--- src/rtl/idr_reg_pkg.sv ---
// Shared widths for the IDR register pair and the blocks that consume it.
// DW is the data word width; the double word carries {hi, lo}.
package idr_reg_pkg;

    localparam int IDR_DW  = 9;
    localparam int IDR_DW2 = 2 * IDR_DW;

    typedef logic [IDR_DW-1:0]  idr_word_t;
    typedef logic [IDR_DW2-1:0] idr_dword_t;

    // Builds the double word the way dout1 presents it: hi in the upper half.
    function automatic idr_dword_t idr_pack(input idr_word_t hi, input idr_word_t lo);
        return {hi, lo};
    endfunction

endpackage

--- src/rtl/idr_reg_word.sv ---
// W-bit enable register with asynchronous active-low clear.
// Used for every storage and output word of idr_reg.
module idr_word
    import idr_reg_pkg::*;
#(
    parameter int W = IDR_DW
) (
    input  logic         clk,
    input  logic         rst_n,
    input  logic         en,
    input  logic [W-1:0] d,
    output logic [W-1:0] q
);

    always_ff @(posedge clk or negedge rst_n) begin
        if (!rst_n) begin
            q <= '0;
        end else if (en) begin
            q <= d;
        end
    end

endmodule

--- src/rtl/idr_reg.sv ---
// Two-deep write shift register (lo newest, hi previous) with two registered
// read ports: dout1 = {hi, lo}, dout2 = lo. Reads see pre-edge contents.
module idr_reg
    import idr_reg_pkg::*;
#(
    parameter int DW = IDR_DW
) (
    input  logic            clk,
    input  logic            rst_n,
    input  logic            write,
    input  logic            read1,
    input  logic            read2,
    input  logic [DW-1:0]   din,
    output logic [2*DW-1:0] dout1,
    output logic [DW-1:0]   dout2
);

    logic [DW-1:0]       lo_reg;
    logic [DW-1:0]       hi_reg;
    logic [1:0][DW-1:0]  pair;

    // Index 1 is the upper half of dout1, so the halves line up with {hi, lo}.
    assign pair = {hi_reg, lo_reg};

    idr_word #(.W(DW)) u_lo (
        .clk   (clk),
        .rst_n (rst_n),
        .en    (write),
        .d     (din),
        .q     (lo_reg)
    );

    idr_word #(.W(DW)) u_hi (
        .clk   (clk),
        .rst_n (rst_n),
        .en    (write),
        .d     (lo_reg),
        .q     (hi_reg)
    );

    idr_word #(.W(DW)) u_dout2 (
        .clk   (clk),
        .rst_n (rst_n),
        .en    (read2),
        .d     (lo_reg),
        .q     (dout2)
    );

    genvar gi;
    generate
        for (gi = 0; gi < 2; gi++) begin : g_dout1
            idr_word #(.W(DW)) u_half (
                .clk   (clk),
                .rst_n (rst_n),
                .en    (read1),
                .d     (pair[gi]),
                .q     (dout1[gi*DW +: DW])
            );
        end
    endgenerate

endmodule

--- config.mk ---
export PLATFORM = sky130hd
export DESIGN_NAME = idr_reg
export DESIGN_NICKNAME = d
export VERILOG_FILES = /design/src/rtl/idr_reg_pkg.sv /design/src/rtl/idr_reg_word.sv /design/src/rtl/idr_reg.sv
export SDC_FILE = /design/constraint.sdc
export NUM_CORES = 1
export LEC_CHECK = 0
export BUFFER_PORTS_ARGS = -buffer_cell sky130_fd_sc_hd__buf_4
export CORE_MARGIN = 3
export CORE_UTILIZATION = 40
export DETAILED_ROUTE_END_ITERATION = 10
export PLACE_DENSITY = 0.59
export SLEW_MARGIN = 20
export SYNTH_ARGS = -nofsm -noshare
export SYNTH_HDL_FRONTEND = slang
export SYNTH_SLANG_ARGS = --single-unit
--- constraint.sdc ---
create_clock -name clk -period 2.7 [get_ports clk]
set_clock_uncertainty 0.2 [all_clocks]
set_input_delay 0.54 -clock clk [delete_from_list [all_inputs] [get_ports clk]]
set_output_delay 0.54 -clock clk [all_outputs]
set_load 0.01 [all_outputs]
# Yosys cells after proc, flatten, opt, wreduce, memory -nomap -nowiden
# Index checks and enable logic that the tools add are counted.
# totals
regBits,45
input_bits,14
out_inout_bits,27
wordCells,5

# Depth between registers and ports, before layout
# Gate-level depths: netlist of run 1.
# logic_depth
word_depth,0
depth_mapped,3
depth_no_buf,1

# Modules after synthesis
# A second synthesis of run 1 with hierarchy kept.
# unflattened
hier_cells,95
area_unflattened_um2,1858.0
# modules_own_cells
mod,instances,cells_each,area_each_um2,seq_area_each_um2
idr_word,5,19,371.6,225.2

# Least setup slack after synthesis of run 1
# No wires, ideal clock.
# synth_path
path_type,input -> register
from,in read1
to,reg g_dout1[0].u_half.q[0]
setup_time_ps,125
arrival_ps,1083
required_ps,2375
path_slack_ps,1292
path_stages,3
path_buffers,2
path_cell_list,buf_6 > buf_12 > mux2_4
# synth_rtl
item,line,text
"start, declared",idr_reg.sv:11,"input logic read1,"
"end signal, assigned",idr_reg_word.sv:17,q <= '0;
"end signal, assigned",idr_reg_word.sv:19,q <= d;
"end, declared",idr_reg_word.sv:12,output logic [W-1:0] q
# No word-level cell between the ends.

# Final worst setup path of run 1
# layout_path
from,reg g_dout1[1].u_half.q[7]
to,out dout1[16]
# layout_rtl
item,line,text
"start, declared",idr_reg_word.sv:12,
"start signal, assigned",idr_reg_word.sv:17,
"start signal, assigned",idr_reg_word.sv:19,
"end, declared",idr_reg.sv:14,"output logic [2*DW-1:0] dout1,"
# No word-level cell between the ends.

==> PnR_summary.wiki, run 1 <==
{| class="wikitable"
! Metric !! Value
|-
| Status || complete, no violations
|-
| Number of buffer and inverter stages on the critical path || 1
|-
| Setup fix buffers added after clock tree synthesis || 0
|-
| Initial core utilization || 0.428
|-
| Setup TNS after final layout || 0 ns
|-
| Clk buf depth || 2
|-
| Vias per std cell || between 4 and 5
|-
| Antenna violations before repair || 0
|-
| Start of the worst register-to-register path || u_lo.q[4]$_DFFE_PN0P_
|-
| # fillers || 360
|-
| Leakage power || roughly 1 nW
|-
| Number of flip-flops and latches in the synthesized netlist || 45
|-
| Number of clock sinks seen by CTS || 45
|-
| Relative slew margins || 0.628
|-
| Number of port buffers || 40
|-
| Worst path max stage delay || approximately 0.4 ns
|-
| Setup repair after global routing missed its margin || false
|-
| Largest delay share family, worst path || flip-flops
|-
| Core region area || approximately 0.0041 mm^2
|-
| Slew at the pin closest to its max-slew limit || ~0.56 ns
|-
| Total placed cells including tap cells || 180
|-
| Max-cap viol count || 0
|-
| Setup slack, reg-to-reg || 1.69 ns
|-
| Hold WC Path Type || input pin to async pin
|-
| Synthesized netlist net count || approximately 110
|-
| Pin count of the biggest net entering global routing || 46
|-
| Number of different library cells in the post-synthesis netlist || 6
|-
| Via count of the first global-routing pass || approximately 1,000
|-
| H-tree levels || 2
|-
| Launching instance or port of the critical path || g_dout1[1].u_half.q[7]$_DFFE_PN0P_
|-
| Routed WL || about 3000 um
|-
| Most common library cell in the layout ignoring fill and taps || sky130_fd_sc_hd__dfrtp_1
|-
| Drt first pass iters || 4
|-
| WHS || 0.0342 ns
|-
| Number of buffers created by CTS || 5
|-
| Type of the worst setup path || flip-flop to output pin
|-
| Sort of element at the end of the critical path || output pin
|-
| Overflow left after global routing || 0
|-
| Wire length of the first global-routing pass || 5070 um
|-
| Final instance count without filler cells || 187
|-
| Number of antenna repair diodes || 0
|-
| Cell Area, Synth || between 0.0015 and 0.002 mm^2
|-
| Total global routing track utilization || 0.131
|-
| Detail Placement HPWL || 2070 um
|-
| P&R area growth vs syn || 21.5%
|-
| Net count, final || 151
|-
| Mean routed wirelength per cell || 16.3 um
|-
| Cell count after synthesis || 95
|-
| Clock transition at the registers of the reported paths || 0.08 ns
|-
| Crit path launch type || flip-flop
|-
| Sequential Area || about 0.0011 mm^2
|-
| Share of the yosys chip area belonging to registers || 0.634
|-
| Post_cts resized || 0
|-
| Multi-input gate area || a little under 600 um^2
|-
| Final worst-path cycle share || 0.583
|-
| Total I/O pin count || 41
|-
| Worst path cell trace || buf_4
|-
| Routed Antenna Nets || 0
|-
| Total Power || between 1.5 and 2 mW
|-
| Number of core rows || 23
|-
| TritonCTS clock tree || done
|-
| Share of post-route cells with drive strength above 1 || 0.664
|-
| Setup Viol. Count Final || 0
|-
| Crit path DAT || just over 0.8 ns
|-
| Maximum clock frequency || ~640 MHz
|-
| Final weighted congestion of routability-driven global placement || approximately 0.66
|-
| Critical path fanouts, max || 2
|-
| Cts hold-fix bufs || 0
|-
| Power density of the placed cells || between 700 and 800 mW/mm^2
|-
| Syn Area/Cell || ~19 um^2
|-
| Die footprint || between 0.005 and 0.006 mm^2
|-
| Standard cell with the maximum stage delay on the critical path || sky130_fd_sc_hd__dfrtp_1
|-
| Clock root buffer || sky130_fd_sc_hd__clkbuf_8
|-
| Count of pins over their slew limit || 0
|-
| Initial drt markers || 33
|-
| Peak supply drop || approximately 330 uV
|-
| Minimum clock period after layout || about 1.6 ns
|-
| Endpoint required time on the critical path || between 1.5 and 2 ns
|-
| Height of the die || 72.6 um
|-
| Die span in x || a little over 70 um
|-
| Via count of the routed design || 906
|-
| Clock network latency to the later pin of the worst-skew pair || between 0.2 and 0.3 ns
|-
| Yosys warning count || 0
|-
| Final-report hold violation count || 0
|-
| Number of remaining DRC errors || 0
|-
| Commonest cells after routing, fill and taps aside || sky130_fd_sc_hd__dfrtp_1, sky130_fd_sc_hd__buf_4, sky130_fd_sc_hd__mux2_2
|}
==> stage by stage <==
step	area, um^2	util	setup WS (ns)
2_1_floorplan	1780	-	1.29
3_3_place_gp	2070	0.500	1.17
3_5_place_dp	2070	0.500	1.15
4_1_cts	2160	0.521	1.11
5_1_grt	2160	0.521	1.08
6_report	2160	0.521	1.13
==> logic make-up after synthesis <==
family / after synthesis / synth area share
muxes: 45 / 0.328
buffers and inverters: 5 / 0.0381
DFF: 45 / 0.634
==> synth_stat cells <==
| cell type | count | area, um^2 |
|---|---|---|
| sky130_fd_sc_hd__dfrtp_1 | 45 | 1130 |
| sky130_fd_sc_hd__mux2_2 | 25 | 282 |
| sky130_fd_sc_hd__mux2_4 | 20 | 300 |
| sky130_fd_sc_hd__buf_12 | 2 | 40.0 |
| sky130_fd_sc_hd__buf_6 | 2 | 22.5 |
| sky130_fd_sc_hd__buf_2 | 1 | 5.00 |
==> final cells by class <==
type	count	share of cell area
flip-flops and latches	45	0.522
multi-input cells	45	0.270
repair buffers	40	0.139
clock buffers	7	0.0400
well taps	50	0.0290
==> flip-flops by register name, indices dropped and copies added (netlist names) <==
signal and count:
g_dout1.u_half.q 18, u_dout2.q 9, u_hi.q 9, u_lo.q 9
==> path summary, 6_finish.rpt <==
| kind | depth (start not counted) | endpoint |
|---|---|---|
| setup / recovery | 1 | dout1[16] |
| hold / removal | 1 | g_dout1[0].u_half.q[1]$_DFFE_PN0P_ |
| setup reg to reg | 1 | u_lo.q[4]$_DFFE_PN0P_ |
| hold reg to reg | 1 | u_hi.q[8]$_DFFE_PN0P_ |
| max in group asynchronous | 1 | g_dout1[0].u_half.q[8]$_DFFE_PN0P_ |
| min in group clk | 2 | u_lo.q[1]$_DFFE_PN0P_ |
==> report_power, final <==
part           internal, mW  switching, mW
registers             0.774         0.0629
clock network         0.203          0.203
logic                 0.200          0.112
total                  1.18          0.378
==> layer usage <==
layer | part of all wire | routed length [um] | GRT usage | vias up
met3 | 0.060 | 182 | 0.0523 | 4
met2 | 0.45 | 1370 | 0.188 | 28
met4 | 0.0075 | 23 | 0.0430 | 0
met1 | 0.48 | 1470 | 0.182 | 458
met5 | 0 | 0 | 0 | -
li1 | - | - | - | 416
Power figures use the tool's default switching activity.
==> inputs of run 2 (changes only) <==
==> constraint.sdc (replaced) <==
create_clock -name clk -period 1.5 [get_ports clk]
set_clock_uncertainty 0.2 [all_clocks]
set_input_delay 0.3 -clock clk [delete_from_list [all_inputs] [get_ports clk]]
set_output_delay 0.3 -clock clk [all_outputs]
set_load 0.01 [all_outputs]
==> run 2 against run 1 <==
Sequential cell count stayed put. Register-to-register slack worse by 1.2 ns. First-iteration DRC count shrank 24%. Worst hold slack better by 0.0080 ns. Largest cell class unchanged.
==> PnR_summary.wiki, run 2 (same netlist as run 1, synthesis figures left out) <==
{| class="wikitable"
! Metric !! Value
|-
| Final weighted congestion of routability-driven global placement || 0.659
|-
| Final setup slack of the worst path || ~0.17 ns
|-
| Core region area || slightly above 0.004 mm^2
|-
| Minimum clock period after layout || between 1 and 1.5 ns
|-
| H-tree levels || 2
|-
| Final standard cell utilization of the core || 0.523
|-
| Die footprint || 0.00527 mm^2
|-
| Standard cell with the maximum stage delay on the critical path || sky130_fd_sc_hd__dfrtp_1
|-
| Final non-filler cell area || around 0.0022 mm^2
|-
| Number of remaining DRC errors || 0
|-
| Clock network latency to the later pin of the worst-skew pair || 0.29 ns
|-
| Met3 GRT Util || 0.0537
|-
| Post_cts resized || 0
|-
| Number of clock sinks seen by CTS || 45
|-
| Power density of the placed cells || between 1000 and 1500 mW/mm^2
|-
| Crit path launch type || flip-flop
|-
| GR Layer Usage met2 || 0.189
|-
| Slew at the pin closest to its max-slew limit || around 0.56 ns
|-
| Initial core utilization || 0.428
|-
| Total global routing track utilization || 0.131
|-
| Number of core rows || 23
|-
| Area of placed instances || a little over 0.002 mm^2
|-
| Worst path max stage delay || around 0.40 ns
|-
| Most common library cell in the layout ignoring fill and taps || sky130_fd_sc_hd__dfrtp_1
|-
| Net count, final || roughly 150
|-
| Height of the die || 72.6 um
|-
| Number of port buffers || 40
|-
| Wire length of the first global-routing pass || 5040 um
|-
| Clock transition at the registers of the reported paths || around 0.070 ns
|-
| Setup repair after global routing missed its margin || false
|-
| Relative slew margins || 0.628
|-
| Sort of element at the end of the critical path || output pin
|-
| Antenna violations before repair || 0
|-
| Drt first pass iters || 2
|-
| Top register by number of flip-flops || g_dout1.u_half.q
|-
| Setup Viol. Count Final || 0
|-
| Mean routed wirelength per cell || about 16 um
|-
| Endpoint required time on the critical path || 1.00 ns
|-
| Number of flip-flops under the largest register name || 18
|-
| Number of buffers created by CTS || 5
|-
| Pre-CTS worst setup slack || 0.194 ns
|-
| Pin count of the biggest net entering global routing || 46
|-
| Commonest cells after routing, fill and taps aside || sky130_fd_sc_hd__dfrtp_1, sky130_fd_sc_hd__buf_4, sky130_fd_sc_hd__mux2_2
|-
| Number of antenna repair diodes || 0
|-
| Peak supply drop || 591 uV
|-
| Count of pins over their slew limit || 0
|-
| Total I/O pin count || just over 40
|-
| Type of the worst setup path || flip-flop to output pin
|-
| Number of buffer and inverter stages on the critical path || 1
|-
| Die span in x || slightly above 70 um
|-
| Leakage power || 1.03 nW
|-
| Status || complete, no violations
|-
| Routed Antenna Nets || 0
|-
| Maximum clock frequency || around 750 MHz
|-
| Largest delay share family, worst path || flip-flops
|-
| TritonCTS clock tree || done
|-
| Critical path fanouts, max || 2
|-
| Initial drt markers || 25
|-
| P&R area growth vs syn || 22.1%
|-
| Overflow left after global routing || 0
|-
| Setup TNS after final layout || 0 ns
|-
| Worst path cell trace || buf_4
|-
| Final-report hold violation count || 0
|-
| Clock root buffer || sky130_fd_sc_hd__clkbuf_8
|-
| Crit path DAT || roughly 0.83 ns
|-
| Share of post-route cells with drive strength above 1 || 0.659
|-
| Met1 track utilization from global routing || 0.178
|-
| Routed WL || just over 3000 um
|-
| Via count of the routed design || 907
|-
| Final worst-path cycle share || 0.888
|-
| Hold WC Path Type || input pin to flip-flop
|-
| Highest-utilization routing layer at the global route stage || met2
|-
| Detail Placement HPWL || approximately 2100 um
|-
| Max-cap viol count || 0
|-
| Vias per std cell || ~4.8
|-
| Via count of the first global-routing pass || ~1,000
|-
| Clk buf depth || 2
|}
run 2: cell types whose count changed in the layout (fill, tap and decap cells not counted), sizes merged:
cell,before,now
dlygate4sd3,0,1
run 2: path summary, 6_finish.rpt:
path | startpoint | end | slack [ns] | depth (start not counted)
worst max-delay path | g_dout1[1].u_half.q[5]$_DFFE_PN0P_ | dout1[14] | 0.17 | 1
worst min-delay path | din[2] | u_lo.q[2]$_DFFE_PN0P_ | 0.04 | 2
worst max register to register | u_lo.q[4]$_DFFE_PN0P_ | u_lo.q[4]$_DFFE_PN0P_ | 0.48 | 1
worst min register to register | u_hi.q[8]$_DFFE_PN0P_ | u_hi.q[8]$_DFFE_PN0P_ | 0.31 | 1
max in group asynchronous | rst_n | g_dout1[0].u_half.q[8]$_DFFE_PN0P_ | 0.38 | 2
min in group asynchronous | rst_n | g_dout1[0].u_half.q[1]$_DFFE_PN0P_ | 0.34 | 2
run 2: what timing repair did:
item | in CTS | in global routing
hold buffers | 1 | 0
endpoints found under the hold margin | 45 | 0
buffers inserted | 0 | 0
run 2: metrics by stage:
step	power [mW]	cells	hold slack [ns]
finish	2.80	188	0.0421
global placement	2.09	180	0.120
floorplan	1.83	95	-0.196
global route	2.96	188	0.0168
detailed placement	2.11	180	0.133
CTS	2.85	188	0.0297
run 2: cell type report:
type / count / area (um^2)
tap: 50 / 62.6
fill: 362 / 1980
multi-input combinational: 45 / 582
clock buffer: 7 / 86.3
timing repair buffer: 41 / 310
sequential: 45 / 1130
run 2: metal layers:
layer  up-vias  wire, um
met5         -         0
met4         0        23
met3         4       202
met2        28      1370
met1       461      1450
li1        414         -
run 2: report_power, final:
part	total, mW	internal (mW)	leakage, nW	switching (mW)
sequential	1.51	1.39	0.528	0.111
clock	0.731	0.365	0.0443	0.365
combinational	0.565	0.362	0.460	0.203
total	2.80	2.12	1.03	0.680
